`src/rtl/dst40_pkg.sv`:
```
// Shared DST40 constants and the key-sweeper state encoding.
package dst40_pkg;

  localparam int KEY_W           = 40;
  localparam int RESP_W          = 24;
  localparam int DEFAULT_LATENCY = 64;  // depth of the 64-stage hashing kernel

  typedef enum logic [1:0] {
    ST_IDLE,
    ST_SWEEP,
    ST_DRAIN,
    ST_DONE
  } state_t;

endpackage

```
`src/rtl/dst40_prio_enc.sv`:
```
// Lowest-set-bit encoder for the kernel comparator lines.
module dst40_prio_enc #(
  parameter int L2NK = 1,
  parameter int NK   = 2 ** L2NK
) (
  input  logic [NK-1:0]   req,
  output logic [L2NK-1:0] idx,
  output logic            valid
);

  // NOTE: idx gets a default before the loop so no path leaves it unassigned,
  // which would otherwise infer a latch.
  always_comb begin
    idx = '0;
    for (int i = NK - 1; i >= 0; i--) begin
      if (req[i]) idx = L2NK'(i);
    end
  end

  assign valid = |req;

endmodule

```
`src/rtl/dst40_key_sweeper.sv`:
```
// Issues a key range to the DST40 kernel array and recovers the full key
// behind any comparator hit once the kernel pipeline has filled.
module dst40_key_sweeper
  import dst40_pkg::*;
#(
  parameter int L2NK        = 1,
  parameter int NK          = 2 ** L2NK,
  parameter int LATENCY     = DEFAULT_LATENCY,
  parameter int STOP_ON_HIT = 0
) (
  input  logic                   clock_i,
  input  logic                   reset_n_i,
  input  logic                   start_i,
  input  logic                   stop_i,
  input  logic                   pause_i,
  input  logic [KEY_W-L2NK-1:0]  start_key_i,
  input  logic [KEY_W-L2NK-1:0]  end_key_i,
  input  logic [NK-1:0]          match_i,
  output logic                   run_o,
  output logic [KEY_W-L2NK-1:0]  key_o,
  output logic                   busy_o,
  output logic                   done_o,
  output logic                   found_o,
  output logic [KEY_W-1:0]       found_key_o,
  output logic [7:0]             hit_count_o
);

  localparam int LW = KEY_W - L2NK;
  localparam int CW = $clog2(LATENCY + 1);
  localparam logic [LW-1:0] LAT_KEY = LW'(LATENCY);
  localparam logic [CW-1:0] LAT_CNT = CW'(LATENCY);

  state_t          state;
  logic [LW-1:0]   remaining;
  logic [CW-1:0]   drain_cnt;
  logic [CW-1:0]   fill;
  logic [L2NK-1:0] hit_idx;
  logic            hit_any;
  logic            start_ok;
  logic            valid_hit;

  dst40_prio_enc #(.L2NK(L2NK), .NK(NK)) u_prio_enc (
    .req   (match_i),
    .idx   (hit_idx),
    .valid (hit_any)
  );

  assign busy_o   = (state == ST_SWEEP) || (state == ST_DRAIN);
  assign done_o   = (state == ST_DONE);
  assign run_o    = busy_o & ~pause_i;
  assign start_ok = start_i && !stop_i && ((state == ST_IDLE) || (state == ST_DONE));
  // Results still in flight from before this start are masked until fill saturates.
  assign valid_hit = run_o && !stop_i && (fill == LAT_CNT) && hit_any;

  // NOTE: all state updates use <= so every branch sees the pre-edge values of
  // key_o, remaining and the counters, independent of statement order.
  always_ff @(posedge clock_i or negedge reset_n_i) begin
    if (!reset_n_i) begin
      state       <= ST_IDLE;
      key_o       <= '0;
      remaining   <= '0;
      drain_cnt   <= '0;
      fill        <= '0;
      found_o     <= 1'b0;
      found_key_o <= '0;
      hit_count_o <= '0;
    end else begin
      found_o <= 1'b0;
      if (stop_i) begin
        state <= ST_IDLE;
      end else if (start_ok) begin
        state       <= ST_SWEEP;
        key_o       <= start_key_i;
        remaining   <= end_key_i - start_key_i;
        fill        <= '0;
        hit_count_o <= '0;
      end else if (run_o) begin
        key_o <= key_o + 1'b1;
        if (fill != LAT_CNT) fill <= fill + 1'b1;

        case (state)
          ST_SWEEP: begin
            if (remaining == '0) begin
              state     <= ST_DRAIN;
              drain_cnt <= LAT_CNT;
            end else begin
              remaining <= remaining - 1'b1;
            end
          end
          ST_DRAIN: begin
            drain_cnt <= drain_cnt - 1'b1;
            if (drain_cnt == CW'(1)) state <= ST_DONE;
          end
          default: ;
        endcase

        // The matching key left key_o LATENCY enabled edges ago.
        if (valid_hit) begin
          found_o     <= 1'b1;
          found_key_o <= {hit_idx, key_o - LAT_KEY};
          if (hit_count_o != 8'hFF) hit_count_o <= hit_count_o + 1'b1;
          if (STOP_ON_HIT != 0) state <= ST_DONE;
        end
      end
    end
  end

endmodule

```
`config.mk`:
```
export PLATFORM = sky130hd
export DESIGN_NAME = dst40_key_sweeper
export DESIGN_NICKNAME = d
export VERILOG_FILES = /design/src/rtl/dst40_pkg.sv /design/src/rtl/dst40_prio_enc.sv /design/src/rtl/dst40_key_sweeper.sv
export SDC_FILE = /design/constraint.sdc
export NUM_CORES = 1
export LEC_CHECK = 0
export BUFFER_PORTS_ARGS = -buffer_cell sky130_fd_sc_hd__buf_2
export CAP_MARGIN = 15
export CORE_UTILIZATION = 35
export DETAILED_ROUTE_END_ITERATION = 8
export SLEW_MARGIN = 20
export SYNTH_ARGS = -nofsm -noshare
export SYNTH_HDL_FRONTEND = slang
export SYNTH_SLANG_ARGS = --single-unit
```
`constraint.sdc`:
```
create_clock -name clock_i -period 4 [get_ports clock_i]
set_clock_uncertainty 0.2 [all_clocks]
set_input_delay 1 -clock clock_i [delete_from_list [all_inputs] [get_ports clock_i]]
set_output_delay 1 -clock clock_i [all_outputs]
set_load 0.05 [all_outputs]
```
==> summary.md <==
| Metric | Value |
|---|---|
| Seq/Total Area, Yosys | `a little over a third` |
| Final HPWL from detailed placement | `about 23000 um` |
| Layout cells sized above 1 | `between 10% and 20%` |
| Hold WS | `around 270 ps` |
| Routed len/inst | `17.1 um` |
| Top cells by area, synth | `dfrtp_1, ha_1, a21oi_1` |
| CTS tree | `built` |
| Root buffer cell | `clkbuf_16` |
| Crit Path Max Fanout | `3` |
| Multi-input gate area | `6050 sq um` |
| Period utilisation layout | `92.5%` |
| Max Clock Freq | `0.270 GHz` |
| First-pass GRT wire length | `49000 um` |
| Starting DRT DRC Count | `592` |
| Mean post-synth cell area | `~8.2 sq um` |
| Detailed-route via count | `around 9600` |
| Post-synth EDFFs | `0` |
| Clock latency on the worst-skew pair | `about 440 ps` |
| Setup bufs post-CTS | `0` |
| Tmin final | `between 3000 and 4000 ps` |
| Remaining routing DRC violations | `0` |
| Syn nets | `between 1000 and 1500` |
| GR Overflow Total | `0` |
| Vias in the first global route | `roughly 9000` |
| Cell row count | `just over 60` |
| Die width | `approximately 170 um` |
| Leading area contributor after synthesis | `dfrtp_1` |
| Initial antenna violation count | `6` |
| CTS Buf Count | `17` |
| Worst Setup Path Type | `primary input to flop` |
| Setup violations, final | `0` |
| DR top layer | `met5` |
| Synthesized cell area | `slightly above 10000 sq um` |
| Worst-Margin Slew | `just under 700 ps` |
| Max Slew Vio Count | `0` |
| Net total in the final layout | `~1500` |
| Total power | `5.59 mW` |
| Min-Delay Path Class | `flop to flop` |
| Largest net degree at the start of global routing | `between 70 and 80` |
| Cts repair resizes | `0` |
| Outcome | `completed` |
| VDD IR max | `between 0.2 and 0.3 mV` |
| FFs w/ async S/R, synth | `between 90% and 100%` |
| Register Area | `between 3000 and 4000 sq um` |
| Tot GR Track Use | `between 20% and 30%` |
| Clock Tree Buf Depth | `2` |
| Clock sinks | `~140` |
| I/O Buffers | `~180` |
| First-pass DRT Iterations | `5` |
| Seq cells post-synth | `approximately 140` |
| Post-synth top area share | `35.3%` |
| Routed Antenna Nets | `0` |
| DR WL met2 | `~14000 um` |
| Final GP Congestion | `approximately 0.88` |
| Die area | `29700 sq um` |
| Syn Inst Count | `about 1200` |
| Most common cell after layout, fill and taps aside | `buf_2` |
| Number of H-tree levels | `4` |
| Fillers | `around 2800` |
| Final Hold Vio Count | `0` |
| Leakage | `5.51 nW` |
| Die height | `~170 um` |
| Placeable core area | `28200 sq um` |
| Area growth from synthesis to layout | `19.2%` |
| Syn. warnings | `0` |
| DRT Wirelength | `between 30000 and 40000 um` |
| Via-to-Cell Ratio | `5.37` |
| Initial Utilization | `between 30% and 40%` |
| Maxcap violations | `0` |
| Most used DFF post-synth | `dfrtp_1` |
| Routed met3 length | `about 2200 um` |
| P per Cell Area | `463 nW/um^2` |
| Max_slew headroom | `between 50 and 60%` |
| Synth cell types | `a little under 80` |
| Crit path required time | `between 4000 and 5000 ps` |
| Crit path DAT | `~3800 ps` |
| Worst-path clk slew | `~70 ps` |
| Crit path capture type | `flop` |
| Unrepaired setup endpoints after global routing | `no` |
| CP Launch Type | `primary input` |
| # IOs | `between 150 and 200` |
| Commonest cells after routing, fill and taps aside | `buf_2, nand2_1, dfrtp_1` |
| CTS Hold Bufs | `0` |
| Met1 Wirelength | `14000 um` |
-- cell families (layout without fill, tap and decap cells) --
logic type,count (synthesis),after routing,share of synthesized area [%]
AOI/OAI and AO/OA,359,359,21.4
DFF,143,143,35.3
muxes,7,7,0.691
and+or+nand+nor,440,440,22.1
xor gates and xnor gates,103,103,8.89
other,0,3,0
buffers and inverters,130,304,5.18
adders and majority gates,52,52,6.49
-- Yosys cell counts (7+ instances only) --
cell type and n:
o22ai_1 14, xnor2_1 59, inv_1 63, nor3_1 30, o21bai_1 7, clkbuf_1 49
and3_1 15, o21a_1 8, a31oi_1 7, or4_1 7, o22a_1 16, or3_1 17
a22oi_1 8, nor2_1 89, ha_1 51, nor4_1 10, mux2i_1 7, xor2_1 44
o21ai_0 101, a21oi_1 115, dfrtp_1 143, a21o_1 29, o21ai_1 12, nand3_1 46
nand4_1 13, nand2_1 151, nor3b_1 7
-- registers in the layout, summed over array words and instances, names as in the netlist --
name,flops
found_key_o,40
key_o,39
remaining,39
hit_count_o,8
drain_cnt,7
fill,7
state,2
found_o,1
-- report_power, final --
| part | total [mW] | internal, mW | switching, mW |
|---|---|---|---|
| registers | 2.11 | 1.70 | 0.408 |
| logic | 1.86 | 0.667 | 1.19 |
| clock network | 1.62 | 0.877 | 0.745 |
-- worst max-delay path: stages --
cell	delay, ps
buf_2	90
inv_1	40
ha_1	150
inv_1	50
fa_1	390
a211oi_1	350
o21ai_0	160
a21oi_1	180
buf_4	140
o21ai_0	130
a31oi_1	280
o21ai_1	190
a221oi_1	370
xor2_1	180
mux2i_1	90
-- routing by layer --
layer,track usage (%),up-vias
met2,33.8,308
met1,28.6,4573
li1,-,4694
met5,0,-
met4,5.58,2
met3,5.22,34
-- area by class of cell --
cell class | instances | area share (%)
antenna | 3 | 0.0621
sequential | 143 | 29.6
multi-input combinational | 961 | 50.1
timing repair buffer | 207 | 9.59
tap | 378 | 3.91
clock inverter | 15 | 1.24
inverter | 65 | 2.02
clock buffer | 17 | 3.52
-- stage by stage --
| stage | utilization [%] | area (sq um) | instances | setup WS [ps] | TNS (ps) |
|---|---|---|---|---|---|
| 2_1_floorplan | - | 10100 | 1234 | 187 | 0 |
| 3_3_place_gp | 40.9 | 11500 | 1754 | 13.2 | 0 |
| 3_5_place_dp | 40.9 | 11500 | 1754 | -95.4 | -118 |
| 4_1_cts | 42.9 | 12100 | 1786 | 344 | 0 |
| 5_1_grt | 42.9 | 12100 | 1786 | 69.1 | 0 |
| 6_report | 42.9 | 12100 | 1789 | 301 | 0 |
-- worst paths after layout --
check	from	endpoint	slack, ps	depth (start not counted)
max in group asynchronous	reset_n_i	remaining[9]	2420	2
min in group asynchronous	reset_n_i	found_key_o[32]	300	1
worst max register to register	state[0]	remaining[21]	840	10
worst min register to register	found_key_o[39]	found_key_o[39]	270	2
worst min-delay path	found_key_o[39]	found_key_o[39]	270	2
worst max-delay path	end_key_i[0]	remaining[34]	300	15
(Power assumes the default switching activity.)
